`config.mk`:
```
export PLATFORM = sky130hd
export DESIGN_NAME = circuit4_sched
export DESIGN_NICKNAME = d
export VERILOG_FILES = /design/src/rtl/circuit4_sched.sv
export SDC_FILE = /design/constraint.sdc
export NUM_CORES = 1
export LEC_CHECK = 0
export ABC_CLOCK_PERIOD_IN_PS = 5000
export CAP_MARGIN = 20
export CORE_AREA = 2 2 225 227
export CTS_BUF_LIST = sky130_fd_sc_hd__clkbuf_8 sky130_fd_sc_hd__clkbuf_16
export CTS_CLUSTER_DIAMETER = 50
export DETAILED_ROUTE_END_ITERATION = 8
export DIE_AREA = 0 0 227 229
export PLACE_DENSITY = 0.76
export SYNTH_ARGS = -nofsm -noshare
export SYNTH_HDL_FRONTEND = slang
export SYNTH_SLANG_ARGS = --single-unit
```
`constraint.sdc`:
```
create_clock -name Clk -period 5 [get_ports Clk]
set_clock_uncertainty 0.15 [all_clocks]
set_input_delay 1 -clock Clk [delete_from_list [all_inputs] [get_ports Clk]]
set_output_delay 1 -clock Clk [all_outputs]
set_load 0.03 [all_outputs]
```
`src/rtl/circuit4_sched.sv`:
```
// Multi-cycle scheduler: one shared add/sub unit and one comparator sequenced by an FSM
// to compute x = (h << dLTe) and z = (g >> dEQe) from operands a, b, c.
module circuit4_sched #(
    parameter int DATAWIDTH = 64,
    parameter int OUTWIDTH  = 32
) (
    input  logic                        Clk,
    input  logic                        Rst,
    input  logic                        start,
    input  logic                        abort,
    input  logic signed [DATAWIDTH-1:0] a,
    input  logic signed [DATAWIDTH-1:0] b,
    input  logic signed [DATAWIDTH-1:0] c,
    output logic                        busy,
    output logic                        done,
    output logic        [OUTWIDTH-1:0]  x,
    output logic        [OUTWIDTH-1:0]  z
);

    localparam logic [2:0] S_IDLE  = 3'd0;
    localparam logic [2:0] S_ADD_D = 3'd1;
    localparam logic [2:0] S_ADD_E = 3'd2;
    localparam logic [2:0] S_SUB_F = 3'd3;
    localparam logic [2:0] S_CMP   = 3'd4;
    localparam logic [2:0] S_SHIFT = 3'd5;
    localparam logic [2:0] S_DONE  = 3'd6;

    logic        [2:0]           state_q, state_d;
    logic signed [DATAWIDTH-1:0] a_q, a_d, b_q, b_d, c_q, c_d;
    logic signed [DATAWIDTH-1:0] d_q, d_d, e_q, e_d, f_q, f_d;
    logic signed [DATAWIDTH-1:0] g_q, g_d, h_q, h_d;
    logic                        lt_q, lt_d, eq_q, eq_d;
    logic        [OUTWIDTH-1:0]  x_q, x_d, z_q, z_d;

    logic signed [DATAWIDTH-1:0] alu_r;
    logic signed [DATAWIDTH-1:0] alu_out;
    logic signed [DATAWIDTH-1:0] g_sel;
    logic                        alu_sub;
    logic                        cmp_lt;
    logic                        cmp_eq;

    always_comb begin
        // Shared adder: subtraction is a + ~b + 1 so only one carry chain exists.
        alu_sub = (state_q == S_SUB_F);
        alu_r   = (state_q == S_ADD_E) ? c_q : b_q;
        alu_out = a_q + (alu_r ^ {DATAWIDTH{alu_sub}}) + {{(DATAWIDTH-1){1'b0}}, alu_sub};
        cmp_lt  = (d_q < e_q);
        cmp_eq  = (d_q == e_q);
        g_sel   = cmp_lt ? d_q : e_q;

        state_d = state_q;
        a_d = a_q;  b_d = b_q;  c_d = c_q;
        d_d = d_q;  e_d = e_q;  f_d = f_q;
        g_d = g_q;  h_d = h_q;
        lt_d = lt_q;  eq_d = eq_q;
        x_d = x_q;  z_d = z_q;

        if (abort && (state_q != S_IDLE)) begin
            state_d = S_IDLE;
        end else begin
            case (state_q)
                S_IDLE: begin
                    if (start) begin
                        a_d = a;
                        b_d = b;
                        c_d = c;
                        state_d = S_ADD_D;
                    end
                end
                S_ADD_D: begin
                    d_d = alu_out;
                    state_d = S_ADD_E;
                end
                S_ADD_E: begin
                    e_d = alu_out;
                    state_d = S_SUB_F;
                end
                S_SUB_F: begin
                    f_d = alu_out;
                    state_d = S_CMP;
                end
                S_CMP: begin
                    lt_d = cmp_lt;
                    eq_d = cmp_eq;
                    g_d  = g_sel;
                    h_d  = cmp_eq ? g_sel : f_q;
                    state_d = S_SHIFT;
                end
                S_SHIFT: begin
                    x_d = OUTWIDTH'(h_q << lt_q);
                    z_d = OUTWIDTH'($unsigned(g_q) >> eq_q);
                    state_d = S_DONE;
                end
                S_DONE: begin
                    state_d = S_IDLE;
                end
                default: begin
                    state_d = S_IDLE;
                end
            endcase
        end
    end

    always_ff @(posedge Clk or negedge Rst) begin
        if (!Rst) begin
            state_q <= S_IDLE;
            a_q  <= '0;  b_q <= '0;  c_q <= '0;
            d_q  <= '0;  e_q <= '0;  f_q <= '0;
            g_q  <= '0;  h_q <= '0;
            lt_q <= 1'b0;
            eq_q <= 1'b0;
            x_q  <= '0;
            z_q  <= '0;
        end else begin
            state_q <= state_d;
            a_q  <= a_d;  b_q <= b_d;  c_q <= c_d;
            d_q  <= d_d;  e_q <= e_d;  f_q <= f_d;
            g_q  <= g_d;  h_q <= h_d;
            lt_q <= lt_d;
            eq_q <= eq_d;
            x_q  <= x_d;
            z_q  <= z_d;
        end
    end

    assign busy = (state_q != S_IDLE);
    assign done = (state_q == S_DONE);
    assign x    = x_q;
    assign z    = z_q;

endmodule
```
==> run metrics <==
status=completed; dpl cells=3302; Critical Path Start Type=flop; EDFF count, synth=0; Tmin final=4750 ps; post-synthesis sequential area ratio=47.6%; Async SR Flop Fraction=100%; crit-path max FO=14; DPL Wire Length=46700 µm; #FFs+latches synth=486; Crit. End Element=flop; slew margin rel.=24.1%; crit share post-route=94.9%; final-report setup violation count=0; count of cell types in the netlist=70; Die Y=229 µm; Non-Filler Instances=3400; Clock transition at path regs=60 ps; Total Wirelength=63800 µm; Worst Tran Pin Value=1140 ps; clk_lat worst skew=610 ps; Ys Warns=0; share of layout cells above drive strength 1=12.7%; nets=3016; Filler cells=3984; PortBufs=261; DRT antenna net count=0; Post-Route Setup TNS=0 ps; die width=227 µm; syn nets=2801; DIE AREA=52000 µm²; Clock H-tree levels=2; Starting DRT DRC Count=1536; final hold vios=0; GPL Wtd Cong=0.941; unrepaired setup endpoints after global routing=false; Synth Cell Area=25500 µm²; Longest Clk Path Bufs=3; Worst Setup Path Type=reg -> reg; CTS tree=yes; Syn Area/Cell=10.3 µm²; GR Util All Layers=24.8%; I/O pin count=262; DR WL/cell=18.8 µm; Root Driver=clkbuf_16; max frequency=211 MHz; cts bufs inserted=52; largest net degree at the start of global routing=128; initial antenna violation count=1; CTS Sinks=486; Row Count=82; DRC errors left=0; drt pass-1 iters=6; via count=19.3k; vias in the first global route=19.3k; Synth Flop Type=dfrtp_1; Core ar.=49700 µm²; synthesized instance count=2472; Slew Limit Fails=0; gr ovfl total=0; critical path required time=5300 ps; Vias/cell=5.67; critical path arrival=5040 ps; worst min-delay path category=in -> async; max_cap viols=0; Syn-to-layout area delta=20.6%; global-route wire length before repair=103000 µm; Starting Density=51.4%; cts hold-fix bufs=0
synthesized netlist by cell type, drive strengths merged, types with 3 or more instances:
library cell | instances | share of area (%)
a41oi | 3 | 0.25
nand4 | 31 | 0.76
o21bai | 23 | 0.68
mux2 | 190 | 8.4
o31ai | 10 | 0.33
a221oi | 3 | 0.15
or4 | 3 | 0.088
ha | 132 | 6.5
nand2b | 14 | 0.34
xnor2 | 43 | 1.5
clkbuf | 110 | 1.6
or3 | 7 | 0.17
a21o | 34 | 1.0
buf | 24 | 0.45
nor2b | 13 | 0.32
nor4 | 3 | 0.098
a21boi | 3 | 0.088
o21ai | 275 | 5.4
nand3b | 4 | 0.12
dfrtp | 486 | 48
mux2i | 162 | 6.4
o21a | 7 | 0.21
xor2 | 80 | 2.7
inv | 89 | 1.3
nor2 | 121 | 1.8
and3 | 38 | 0.93
nor3 | 18 | 0.37
a211oi | 11 | 0.34
a2111oi | 5 | 0.17
o211ai | 7 | 0.21
or2 | 3 | 0.074
a31oi | 8 | 0.20
nand3 | 17 | 0.33
a21oi | 201 | 4.0
nand2 | 267 | 3.9
state kept, by name, indices dropped and copies added, names as in the netlist:
signal and flops:
a_q 64, b_q 64, c_q 64, d_q 64
e_q 64, g_q 33, f_q 32, h_q 32
x 32, z 32, state_q 3, eq_q 1
lt_q 1
layer usage:
| metal | wire length, µm | GRT usage (%) | vias up |
|---|---|---|---|
| li1 | - | - | 9130 |
| met1 | 30100 | 37.3 | 9506 |
| met2 | 28700 | 37.9 | 554 |
| met3 | 3610 | 3.50 | 97 |
| met4 | 1380 | 5.72 | 0 |
| met5 | 0 | 0 | - |
critical path, cell delays in order, from the launching register on:
cell and delay [ps]:
dfrtp_1 450, nor2b_1 170, nor2b_4 300, buf_12 200, mux2i_1 250, xor2_1 100
ha_1 460, nand3_1 190, nor3_1 500, o2111a_1 340, o21ai_1 140, a211oi_2 470
o21ai_1 230, o31ai_1 320, xnor2_1 200, o21ai_1 110
final timing paths:
path / startpoint / to / slack (ps) / depth (start not counted)
setup reg to reg: state_q[2]$_DFFE_PN0P_ / e_q[47]$_DFFE_PN0P_ / 250 / 15
max in group asynchronous: Rst / c_q[42]$_DFFE_PN0P_ / 3320 / 2
hold / removal: Rst / z[11]$_DFFE_PN0P_ / 290 / 1
hold reg to reg: f_q[6]$_DFFE_PN0P_ / f_q[6]$_DFFE_PN0P_ / 330 / 2
min in group Clk: f_q[6]$_DFFE_PN0P_ / f_q[6]$_DFFE_PN0P_ / 330 / 2
setup / recovery: state_q[2]$_DFFE_PN0P_ / e_q[47]$_DFFE_PN0P_ / 250 / 15
final cells by class:
class | instances | area [µm²] | area share, %
clock inverters | 29 | 373 | 1.21
repair buffers | 295 | 3020 | 9.82
multi-input cells | 1763 | 12600 | 40.8
diodes | 1 | 2.50 | 0.00813
inverters | 89 | 334 | 1.09
clock buffers | 65 | 1480 | 4.81
well taps | 672 | 841 | 2.73
flip-flops and latches | 486 | 12200 | 39.5
through the flow:
step,hold WS [ps],setup slack [ps],util (%),area (µm²)
after floorplan,292,261,-,25500
after global placement,304,430,58.2,28900
after detailed placement,314,277,58.2,28900
after CTS,327,250,61.9,30700
after global routing,338,7.10,62.0,30800
final,289,253,62.0,30800
layout by cell type, fill, tap and decap left out, types with 17 or more instances in the layout:
cell             instances
buf_4                   22
dfrtp_1                486
a21oi_1                198
o21bai_1                23
clkdlybuf4s50_1        260
mux2i_1                161
and3_1                  38
nand4_1                 31
xor2_1                  80
inv_1                   96
ha_1                   132
clkbuf_16               52
mux2_2                 190
o21ai_0                236
nor2_1                 120
nand3_1                 17
o21ai_1                 35
a21o_1                  34
nand2_1                266
xnor2_1                 43
logic make-up after synthesis:
logic type,synth area share (%)
adders and majority gates,6.55
AOI/OAI and AO/OA,13.7
xor gates and xnor gates,4.22
muxes,14.8
and+or+nand+nor,9.69
DFF,47.6
buffers and inverters,3.38
what timing repair did:
action / in CTS / in global routing
endpoints found under the setup margin: 0 / 13
gates resized for setup: 0 / 2
buffers inserted: 0 / 2
Power is left out: the tool's default activity adds up to more than one toggle a clock period on the data nets, which glitch-free logic cannot reach.
